**src/rtl/cpu_pkg.sv**
```systemverilog
// rtl/cpu_pkg.sv - shared states, opcodes, function codes and instruction field positions for the CPU control path
package cpu_pkg;

  typedef enum logic [2:0] {
    ST_RST    = 3'd0,
    ST_FETCH  = 3'd1,
    ST_DECODE = 3'd2,
    ST_EXEC   = 3'd3,
    ST_MEM    = 3'd4,
    ST_WB     = 3'd5,
    ST_HALT   = 3'd6
  } state_e;

  localparam logic [2:0] OPC_R    = 3'b000;
  localparam logic [2:0] OPC_ADDI = 3'b001;
  localparam logic [2:0] OPC_SUBI = 3'b010;
  localparam logic [2:0] OPC_ST   = 3'b011;
  localparam logic [2:0] OPC_LD   = 3'b100;
  localparam logic [2:0] OPC_HALT = 3'b111;

  localparam logic [3:0] FN_ADD = 4'b0000;
  localparam logic [3:0] FN_SUB = 4'b0001;
  localparam logic [3:0] FN_SLT = 4'b0011;
  localparam logic [3:0] FN_AND = 4'b0100;
  localparam logic [3:0] FN_OR  = 4'b0101;
  localparam logic [3:0] FN_NOT = 4'b0110;
  localparam logic [3:0] FN_XOR = 4'b0111;

  localparam logic [2:0] ALU_ADD = 3'b000;
  localparam logic [2:0] ALU_SUB = 3'b001;
  localparam logic [2:0] ALU_SLT = 3'b011;
  localparam logic [2:0] ALU_AND = 3'b100;
  localparam logic [2:0] ALU_OR  = 3'b101;
  localparam logic [2:0] ALU_NOT = 3'b110;
  localparam logic [2:0] ALU_XOR = 3'b111;

  localparam int OPC_MSB  = 15;
  localparam int OPC_LSB  = 13;
  localparam int FUNC_MSB = 3;
  localparam int FUNC_LSB = 0;

endpackage

```
**src/rtl/cpu_ctrl_dec.sv**
```systemverilog
// rtl/cpu_ctrl_dec.sv - combinational instruction decoder: IR to ALU code and instruction class flags
module cpu_ctrl_dec
  import cpu_pkg::*;
(
  input  logic [15:0] ir,
  output logic [2:0]  alu_code,
  output logic        is_r,
  output logic        is_imm,
  output logic        is_ld,
  output logic        is_st,
  output logic        is_halt,
  output logic        illegal
);

  logic [2:0] opc;
  logic [3:0] func;
  logic       unused_fields;

  assign opc  = ir[OPC_MSB:OPC_LSB];
  assign func = ir[FUNC_MSB:FUNC_LSB];
  // Register and immediate fields are consumed by the datapath, not here.
  assign unused_fields = ^ir[OPC_LSB-1:FUNC_MSB+1];

  always_comb begin
    alu_code = ALU_ADD;
    is_r     = 1'b0;
    is_imm   = 1'b0;
    is_ld    = 1'b0;
    is_st    = 1'b0;
    is_halt  = 1'b0;
    illegal  = 1'b0;
    case (opc)
      OPC_R: begin
        is_r = 1'b1;
        case (func)
          FN_ADD:  alu_code = ALU_ADD;
          FN_SUB:  alu_code = ALU_SUB;
          FN_SLT:  alu_code = ALU_SLT;
          FN_AND:  alu_code = ALU_AND;
          FN_OR:   alu_code = ALU_OR;
          FN_NOT:  alu_code = ALU_NOT;
          FN_XOR:  alu_code = ALU_XOR;
          default: illegal  = 1'b1;
        endcase
      end
      OPC_ADDI: is_imm = 1'b1;
      OPC_SUBI: begin
        is_imm   = 1'b1;
        alu_code = ALU_SUB;
      end
      OPC_ST: begin
        is_imm = 1'b1;
        is_st  = 1'b1;
      end
      OPC_LD: begin
        is_imm = 1'b1;
        is_ld  = 1'b1;
      end
      OPC_HALT: is_halt = 1'b1;
      default:  illegal = 1'b1;
    endcase
  end

endmodule

```
**src/rtl/cpu_ctrl_fsm.sv**
```systemverilog
// rtl/cpu_ctrl_fsm.sv - multi-cycle CPU control FSM with mem_ack timeout
// Optional retired-instruction counter enabled by CPU_CTRL_RETIRE_CNT_EN.
module cpu_ctrl_fsm
  import cpu_pkg::*;
#(
  parameter int MAX_WAIT = 0
) (
  input  logic        clk,
  input  logic        rst_n,
  input  logic [15:0] instr,
  input  logic        mem_ack,
  output logic        mem_req,
  output logic        mem_we,
  output logic        mem_addr_sel,
  output logic        ir_load,
  output logic        pc_load,
  output logic [2:0]  alu_code,
  output logic        alu_src_b,
  output logic        reg_we,
  output logic        reg_dst,
  output logic        reg_wsel,
  output logic        illegal_op,
  output logic        bus_err,
  output logic        halted
`ifdef CPU_CTRL_RETIRE_CNT_EN
  ,
  output logic [15:0] retired
`endif
);

  localparam logic [15:0] WAIT_LAST = 16'(MAX_WAIT - 1);

  state_e      state_q, state_d;
  logic [15:0] ir_q, ir_d;
  logic [15:0] wait_q, wait_d;
  logic        bus_err_q, bus_err_d;

  logic [2:0]  dec_alu_code;
  logic        dec_is_r, dec_is_imm, dec_is_ld, dec_is_st, dec_is_halt, dec_illegal;

  cpu_ctrl_dec u_dec (
    .ir       (ir_q),
    .alu_code (dec_alu_code),
    .is_r     (dec_is_r),
    .is_imm   (dec_is_imm),
    .is_ld    (dec_is_ld),
    .is_st    (dec_is_st),
    .is_halt  (dec_is_halt),
    .illegal  (dec_illegal)
  );

  always_comb begin
    state_d      = state_q;
    ir_d         = ir_q;
    wait_d       = '0;
    bus_err_d    = bus_err_q;
    mem_req      = 1'b0;
    mem_we       = 1'b0;
    mem_addr_sel = 1'b0;
    ir_load      = 1'b0;
    pc_load      = 1'b0;
    alu_code     = ALU_ADD;
    alu_src_b    = 1'b0;
    reg_we       = 1'b0;
    reg_dst      = 1'b0;
    reg_wsel     = 1'b0;
    illegal_op   = 1'b0;
    halted       = 1'b0;

    case (state_q)
      ST_RST: state_d = ST_FETCH;
      ST_FETCH: begin
        mem_req = 1'b1;
        ir_load = mem_ack;
        pc_load = mem_ack;
        if (mem_ack) begin
          ir_d    = instr;
          state_d = ST_DECODE;
        end
      end
      ST_DECODE: begin
        if (dec_illegal) begin
          illegal_op = 1'b1;
          state_d    = ST_FETCH;
        end else if (dec_is_halt) begin
          state_d = ST_HALT;
        end else begin
          state_d = ST_EXEC;
        end
      end
      ST_EXEC: begin
        alu_code  = dec_alu_code;
        alu_src_b = dec_is_imm;
        reg_dst   = dec_is_r;
        reg_wsel  = dec_is_ld;
        state_d   = (dec_is_ld || dec_is_st) ? ST_MEM : ST_WB;
      end
      ST_MEM: begin
        mem_req      = 1'b1;
        mem_addr_sel = 1'b1;
        mem_we       = dec_is_st;
        alu_code     = dec_alu_code;
        alu_src_b    = dec_is_imm;
        reg_dst      = dec_is_r;
        reg_wsel     = dec_is_ld;
        if (mem_ack) state_d = dec_is_st ? ST_FETCH : ST_WB;
      end
      ST_WB: begin
        reg_we    = 1'b1;
        alu_code  = dec_alu_code;
        alu_src_b = dec_is_imm;
        reg_dst   = dec_is_r;
        reg_wsel  = dec_is_ld;
        state_d   = ST_FETCH;
      end
      ST_HALT: halted = 1'b1;
      default: state_d = ST_RST;
    endcase

    // Waiting states only hold while unacked, so the count naturally clears on any state change.
    if (mem_req && !mem_ack) begin
      if ((MAX_WAIT > 0) && (wait_q == WAIT_LAST)) begin
        bus_err_d = 1'b1;
        state_d   = ST_HALT;
      end else begin
        wait_d = wait_q + 16'd1;
      end
    end
  end

  assign bus_err = bus_err_q;

  always_ff @(posedge clk or negedge rst_n) begin
    if (!rst_n) begin
      state_q   <= ST_RST;
      ir_q      <= '0;
      wait_q    <= '0;
      bus_err_q <= 1'b0;
    end else begin
      state_q   <= state_d;
      ir_q      <= ir_d;
      wait_q    <= wait_d;
      bus_err_q <= bus_err_d;
    end
  end

`ifdef CPU_CTRL_RETIRE_CNT_EN
  logic [15:0] retired_q, retired_d;

  // A store retires on its memory ack; everything else that writes retires leaving WB.
  always_comb begin
    retired_d = retired_q;
    if ((state_q == ST_WB) || ((state_q == ST_MEM) && mem_ack && dec_is_st)) begin
      retired_d = retired_q + 16'd1;
    end
  end

  always_ff @(posedge clk or negedge rst_n) begin
    if (!rst_n) retired_q <= '0;
    else        retired_q <= retired_d;
  end

  assign retired = retired_q;
`endif

endmodule

```
**config.mk**
```make
export PLATFORM = sky130hd
export DESIGN_NAME = cpu_ctrl_fsm
export DESIGN_NICKNAME = d
export VERILOG_FILES = /design/src/rtl/cpu_pkg.sv /design/src/rtl/cpu_ctrl_dec.sv /design/src/rtl/cpu_ctrl_fsm.sv
export SDC_FILE = /design/constraint.sdc
export NUM_CORES = 1
export LEC_CHECK = 0
export CAP_MARGIN = 15
export CELL_PAD_IN_SITES_DETAIL_PLACEMENT = 1
export CELL_PAD_IN_SITES_GLOBAL_PLACEMENT = 2
export CORE_MARGIN = 2
export CORE_UTILIZATION = 22
export CTS_BUF_LIST = sky130_fd_sc_hd__clkbuf_4 sky130_fd_sc_hd__clkbuf_8 sky130_fd_sc_hd__clkbuf_16
export DETAILED_ROUTE_END_ITERATION = 12
export PLACE_DENSITY_LB_ADDON = 0.1
export REMOVE_ABC_BUFFERS = 1
export SLEW_MARGIN = 20
export SYNTH_ARGS = -nofsm -noshare
export SYNTH_HDL_FRONTEND = slang
export SYNTH_SLANG_ARGS = --single-unit
```
**constraint.sdc**
```tcl
create_clock -name clk -period 1.9 [get_ports clk]
set_input_delay 0.57 -clock clk [delete_from_list [all_inputs] [get_ports clk]]
set_output_delay 0.57 -clock clk [all_outputs]
set_load 0.01 [all_outputs]
```
## After elaboration in Yosys (flattened, before gate mapping)

Index checks and enable logic that the tools add are counted.

- Bits of input ports: 19
- Logic and storage cells: 62
- Register bits after elaboration: 19

- Eq/ne operators: 19
- Muxes and demuxes: 28
- Reductions and logical operators: 12
- Bitwise gates (word level): 1

Operators with widths:

| cell | count |
|---|---|
| case mux 3 bit (6 select lines) | 2 |
| two-way mux 1 bit | 18 |
| two-way mux 3 bit | 6 |
| == test 4 x 3 -> 1 bit, second input constant | 4 |
| == test 3 bit, second input constant | 5 |
| == test 3 x 2 -> 1 bit, second input constant | 4 |
| OR reduction 7 bit | 1 |
| == test 3 x 1 -> 1 bit, second input constant | 2 |
| zero test 3 bit | 2 |
| case mux 3 bit (2 select lines) | 1 |
| OR reduction 5 bit | 1 |
| == test 4 x 1 -> 1 bit, second input constant | 1 |
| == test 4 x 2 -> 1 bit, second input constant | 1 |
| zero test 4 bit | 1 |
| inequality test 2 bit, second input constant | 2 |
| OR reduction 2 bit | 2 |
| OR reduction 4 bit | 1 |
| AND reduction 3 bit | 1 |
| OR reduction 3 bit | 1 |
| case mux 1 bit (2 select lines) | 1 |
| AND reduction 2 bit | 1 |
| logical OR 1 bit | 1 |
| inverter 1 bit | 1 |

## Longest topological paths before layout

- Depth in word-level cells: 6
- Depth in mapped cells: 5

## Modules after synthesis

Synthesis repeated with hierarchy kept, for this count alone.

- Cell total of the unflattened synthesis: 86
- Area, all modules: 1044.8 µm²

By module, submodules not included:

| module | cells each | sequential area each (µm²) | area each (µm²) | instances |
|---|---|---|---|---|
| cpu_ctrl_fsm | 68 | 475.5 | 934.6 | 1 |
| cpu_ctrl_dec | 18 | 0.0 | 110.1 | 1 |

## Worst setup path after synthesis

OpenSTA, ideal clock, no wires.

- Path kind: register to output
- Start: register state_q[2]
- End: output alu_code[2]
- Path buffers: 1
- Data required time: 1330 ps
- Arrival: 1428 ps
- Slack: -98 ps
- Stages on the path, launching flop included: 5
- Path through: dfrtp_1 buf_6 nand3b_1 a2111o_1 nor3b_1

- Longest elaborated chain between the ends: 3
- Elaborated cells on any way between the ends: 5

RTL lines:

| what | line | RTL |
|---|---|---|
| start: declaration | cpu_ctrl_fsm.sv:33 | `state_e state_q, state_d;` |
| start signal: assignment | cpu_ctrl_fsm.sv:140 | `state_q <= state_d;` |
| == test 3 bit / == test 3 x 2 -> 1 bit (equally long branches) | cpu_ctrl_fsm.sv:70 | `case (state_q)` |
| OR reduction 3 bit (no source line) * | n/a |  |
| two-way mux 3 bit * | cpu_ctrl_fsm.sv:70 |  |
| end: declaration | cpu_ctrl_fsm.sv:17 | `output logic [2:0] alu_code,` |

Mark *: on every way between the ends. The rest lies on a longest branch, timed or not.

## Worst setup path in the final report

- Start: register ir_q[0]
- End: output illegal_op

- Longest elaborated chain between the ends: 6
- Elaborated cells on any way between the ends: 12

RTL lines:

| what | line | RTL |
|---|---|---|
| start: declaration | cpu_ctrl_fsm.sv:34 | `logic [15:0] ir_q, ir_d;` |
| start signal: assignment | cpu_ctrl_fsm.sv:141 | `ir_q <= ir_d;` |
| == test 4 x 1 -> 1 bit (tied with other cells) | cpu_ctrl_dec.sv:35 | `case (func)` |
| OR reduction 7 bit (no source line) * | n/a |  |
| two-way mux 1 bit * | cpu_ctrl_dec.sv:35 |  |
| case mux 1 bit (2 select lines) * | cpu_ctrl_dec.sv:32 | `case (opc)` |
| two-way mux 1 bit * | cpu_ctrl_fsm.sv:82 | `if (dec_illegal) begin` |
| two-way mux 1 bit * | cpu_ctrl_fsm.sv:70 |  |
| end: declaration | cpu_ctrl_fsm.sv:22 | `output logic illegal_op,` |

Marked as above.

==> impl_metrics.ini <==
[layout]
final_common_cell = buf_4
final_nets = 143
drive_gt1_frac = 0.569
final_cell_mix = buf_4, buf_6, dfrtp_1, buf_2, clkdlybuf4s50_1
antenna_cells = 0
design_area_mm2 = 0.00125
fin_util = 0.413
syn2layout_area_growth_pct = 80.3
stdcell_count = 167
fill_cells = 358

[logic_synthesis]
synthSimpleGateAreaFrac = 0.211
ys_ff_latch = 10
netlist_area_um2 = 693
synth_cells = 74
yosysUniqueCellTypes = 33
synth_xor_area_frac = 0.0379
synth_mux_area_frac = 0.0957
synth_top_family_by_area = simple AND/OR/NAND/NOR gates
synth_flop_cell = dfrtp_1
syn_area_per_cell_um2 = 9.37
synth_top_area_frac = 0.361
synth_area_leaders = dfrtp_1, mux2_2, buf_4, nand3b_1, a21oi_1
yosys.area_share.adder = 0
synthArstFlopShare = 1.00
netlist.top_cell.by_area = dfrtp_1
yosys_warnings = 0
synth_compound_area_frac = 0.175
synth-edff-count = 0
synth_seq_area_share = 0.361

[drt]
wl_per_cell_um = 12.0
dr.pass1.iters = 2
postRouteAntennaNets = 0
vias_per_cell = 4.32
vias = 722
drc = 0
first_iter_violations = 4
finalWirelength_mm = 2.00

[worst_setup_path]
crit_buf_inv = 1
critPathMaxFanout = 2
cp_cell_sequence = or3b_1, a211o_1, a2111oi_4, buf_2
worstPathRequired_ns = 1.33
cp_data_arrival_time_ns = 1.80
startpoint_type = register
crit_family = compound AO/OA/AOI/OAI gates
setup.worst_path.class = reg2out
slowest_stage = dfrtp_1
end_kind = primary output
worst_path_largest_cell_delay_ns = 0.37

[grt]
grt_pass1_vias = 769
grt_max_degree = 15
grt.total_usage = 0.126
grt_remaining_overflow = 0
grt_antenna_before_repair = 0
grt_pass1_wl_mm = 3.41

[placed_design]
place_area_mm2 = 0.00109
globalplace.congestion = 0.703
dp.cells = 155
hpwl_mm = 1.52
port_buffers = 23

[floorplan]
die_width_um = 60.1
start_util = 0.229
ioPinCount = 34
die_h_um = 60.1
design.die.area_mm2 = 0.00362
core_area_mm2 = 0.00303
rows = 20

[power_and_ir_drop]
power_mw = 1.98
swShare = 0.399
p_int_mw = 1.19
powerDensity_mw_per_mm2 = 1590
p_leak_nw = 0.563
seq_power_share = 0.201
combinationalPowerShare = 0.705
pwr-share-clk = 0.095
ir_drop_mv = 0.551
switching_power_mw = 0.791

[cts]
numCtsBuffers = 3
cts_tree = done
path_clk_slew_ns = 0.06
htreeDepth = 1
holdBufCountCts = 0
cts-root-buf = clkbuf_4
clk_latency_ns = 0.26
clockBufferDepth = 2
cts.sinks = 10

[sta]
skew_ns = 0.00217
rsz0062_at_grt = yes
finalMaxSlewViolations = 0
fmax_ghz = 0.422
fin_crit_ns = 2.37
hold_viol = 0
setup_ws_ns = -0.470
fin_hold_ws_ns = 0.611
finalSetupViolCount = 9
fin_crit_sh = 1.25

[status]
violations = setup timing
status = complete, but fails checks

[hold_path]
min_path_type = reg2reg

[run]
cap_violations = 0
==> per-layer routing <==
metal,track usage,up-vias,part of all wire
li1,-,355,-
met1,0.156,354,0.44
met2,0.219,13,0.53
met3,0.0260,0,0.035
met4,0.0381,0,0
met5,0,-,0
==> stage by stage <==
step | setup WS (ns) | TNS [ns]
CTS | -0.467 | -2.13
global route | -0.579 | -2.89
finish | -0.470 | -1.91
global placement | -0.575 | -4.73
floorplan | -0.101 | -0.272
detailed placement | -0.580 | -4.66
==> power groups by stage <==
| stage | Sequential [mW] | Clock (mW) | Combinational, mW |
|---|---|---|---|
| global placement | 0.407 | 0 | 1.15 |
| global route | 0.415 | 0.206 | 1.53 |
| finish | 0.398 | 0.188 | 1.40 |
| floorplan | 0.476 | 0 | 0.466 |
| detailed placement | 0.408 | 0 | 1.16 |
| CTS | 0.399 | 0.197 | 1.33 |
==> tightest hold or removal path, delay by kind of cell, from the launching register on <==
kind | cells | cell delay (ns)
DFF | 1 | 0.34
buffers and inverters | 1 | 0.11
muxes | 1 | 0.13
==> synthesized netlist by cell type (all sizes together) (2+ instances only) <==
| cell type | number |
|---|---|
| dfrtp | 10 |
| buf | 8 |
| inv | 5 |
| mux2 | 5 |
| a21oi | 4 |
| nor2 | 4 |
| nand2 | 3 |
| nand3b | 3 |
| nor4 | 3 |
| o21ai | 3 |
| and2 | 2 |
| nand2b | 2 |
| nor3b | 2 |
| o32ai | 2 |
| xnor2 | 2 |
==> cells by family after synthesis <==
kind of cell	after synthesis
AND/OR/NAND/NOR	24
AO/OA/AOI/OAI	16
buffers and inverters	14
flip-flops	10
multiplexers	6
XOR/XNOR	3
other	1
==> registers in the layout (all words and copies together) (netlist names) <==
signal and count:
ir_q 7, state_q 3
==> path summary, 6_finish.rpt <==
check | cells past startpoint | slack [ns] | startpoint | end
hold reg to reg | 2 | 0.61 | ir_q[1]$_DFFE_PN0P_ | ir_q[1]$_DFFE_PN0P_
min in group asynchronous | 1 | 0.63 | rst_n | state_q[0]$_DFFE_PN0P_
setup / recovery | 4 | -0.47 | ir_q[0]$_DFFE_PN0P_ | illegal_op
setup reg to reg | 7 | 0.09 | state_q[2]$_DFFE_PN0P_ | ir_q[1]$_DFFE_PN0P_
hold / removal | 2 | 0.61 | ir_q[1]$_DFFE_PN0P_ | ir_q[1]$_DFFE_PN0P_
max in group asynchronous | 1 | 0.96 | rst_n | ir_q[0]$_DFFE_PN0P_
==> area by class of cell <==
type | instances | area (um^2) | area share
Clock buffer | 4 | 36.3 | 0.0290
Multi-Input combinational cell | 50 | 445 | 0.356
Timing Repair Buffer | 54 | 444 | 0.355
Inverter | 5 | 18.8 | 0.0150
Sequential cell | 10 | 250 | 0.200
Tap cell | 44 | 55.1 | 0.0440
==> timing repair <==
item | 4_1_cts | 5_1_grt
resized for setup | 78 | 11
setup endpoints to repair | 14 | 14
cloned | 0 | 0
setup buffers | 7 | 5
pin swaps | 6 | 2
(Power assumes the default switching activity.)
==> patch (same flow settings) <==
The option `CPU_CTRL_RETIRE_CNT_EN` is turned on by a define.
--- a/src/rtl/cpu_ctrl_fsm.sv
+++ b/src/rtl/cpu_ctrl_fsm.sv
@@ -1,4 +1,6 @@
 // rtl/cpu_ctrl_fsm.sv - multi-cycle CPU control FSM with mem_ack timeout
 // Optional retired-instruction counter enabled by CPU_CTRL_RETIRE_CNT_EN.
+`define CPU_CTRL_RETIRE_CNT_EN
+
 module cpu_ctrl_fsm
   import cpu_pkg::*;
Formal check against the unedited RTL (old outputs only; new: retired): equivalent (equiv_simple and equiv_induct, registers matched by name and starting in step).
==> patch against the original RTL <==
- the flow still finishes with violations (negative setup slack)
- synthesized area rose by 110%
- sequential cell count rose by 16
- global-route usage down 0.98 points
- design area is 76% higher
- non-clock buffer count increased by 13
- routed wire length up 100%
- worst setup slack improved by 0.28 ns
- count of clock-buffer cells in the layout shrank 1
- first-iteration DRC count rose to 3.8 times the old value
- die area increased by 97%
- power increased by 48%
- largest power group unchanged
==> patch: results (changes against the original RTL) <==
Drt
  • Highest routed layer: met4
  • WL met2: 2031 um (+94%)
  • Met3 wire len: 144 um (+110%)
  • Vias/cell: 4.435 (+2.6%)
  • Initial detailed-routing violation count: 15 (+11)
  • Drt pass-1 iters: 3 (+1)
  • DRT Wirelength: 4054 um (+100%)
  • Wl on met1: 1852 um (+110%)

Global route
  • Met1 Usage GRT: 0.1542 (-0.001585)
  • Largest net degree at the start of global routing: 27 (+12)
  • Total GRT Usage: 0.1165 (-0.009794)
  • GR Util met2: 0.1976 (-0.02138)
  • Vias in the first global route: 1299 (+69%)
  • First-pass GRT wire length: 6624 um (+94%)
  • Met3 Usage GRT: 0.02262 (-0.003358)

Placement
  • Area after DPL: 2053 sq um (+88%)
  • Dpl hpwl: 3009 um (+98%)
  • Dpl cells: 271 (+75%)
  • Port bufs: 39 (+70%)
  • Pre-CTS setup slack: -0.5695 ns (+0.01058 ns)

Yosys
  • Syn Inst Count: 138 (+86%)
  • Distinct cells, synth: 43 (+30%)

Finish
  • Syn-to-layout area delta: 54.79%
  • Layout cells sized above 1: 0.3769 (-0.1922)
  • FILL cells: 716 (+100%)
  • Largest register FFs: 16 (+9)
  • Nets: 221 (+55%)

Critical path
  • Max stage delay on crit path: 0.44 ns (+0.07 ns)
  • Worst r2r src: ir_q[15]

Power and ir drop
  • Pleak: 0.9928 nW (+76%)
  • Sw Ratio: 0.3874 (-0.01127)
  • Psw: 1.135 mW (+44%)
  • VDD IR max: 0.5111 mV (-7.2%)
  • Combinational power: 1.75 mW (+25%)

Timing
  • Clock Skews: 0.002955 ns (+0.0007828 ns)
  • Post-route setup slack: -0.1911 ns (+0.2794 ns)
  • Worst hold slack: 0.4786 ns (-0.1328 ns)
  • Endpoints failing setup: 11 (+2)

Clock tree
  • Root buf cell: clkbuf_8
  • Clock transition at path regs: 0.09 ns (+0.03 ns)

Run status
  • Status: finished, violations left
  • Failing checks: negative setup slack
-- patch: cell count changes after synthesis, moves of 3 or more --
cell     unedited run  this run
dfrtp_1            10        26
mux2_1              0         6
nor2b_1             1         4
mux2_2              5         1
nor2_1              4        13
nand2_1             3         8
xnor2_1             2         8
xor2_1              1         8
o21ai_1             0         3
nor3_1              1         4
-- patch: layout make-up --
type | instances | share of cell area
clock buffers | 3 | 0.01872
multi-input cells | 98 | 0.3710
repair buffers | 67 | 0.2609
flip-flops and latches | 26 | 0.2972
well taps | 77 | 0.04368
inverters | 5 | 0.008508
-- patch: repair_timing --
item                       in CTS  in global routing
buffers inserted                3                  2
setup endpoints to repair      18                 21
gates resized for setup        68                 27
pin swaps                       8                  8
-- patch: kinds of logic after synthesis --
logic type	synth area share
multiplexers	0.05531
AND/OR/NAND/NOR	0.2414
XOR/XNOR	0.09834
other	0.002631
flip-flops	0.4565
adder cells (fa/ha/maj)	0.008778
AO/OA/AOI/OAI	0.08604
buffers and inverters	0.05092
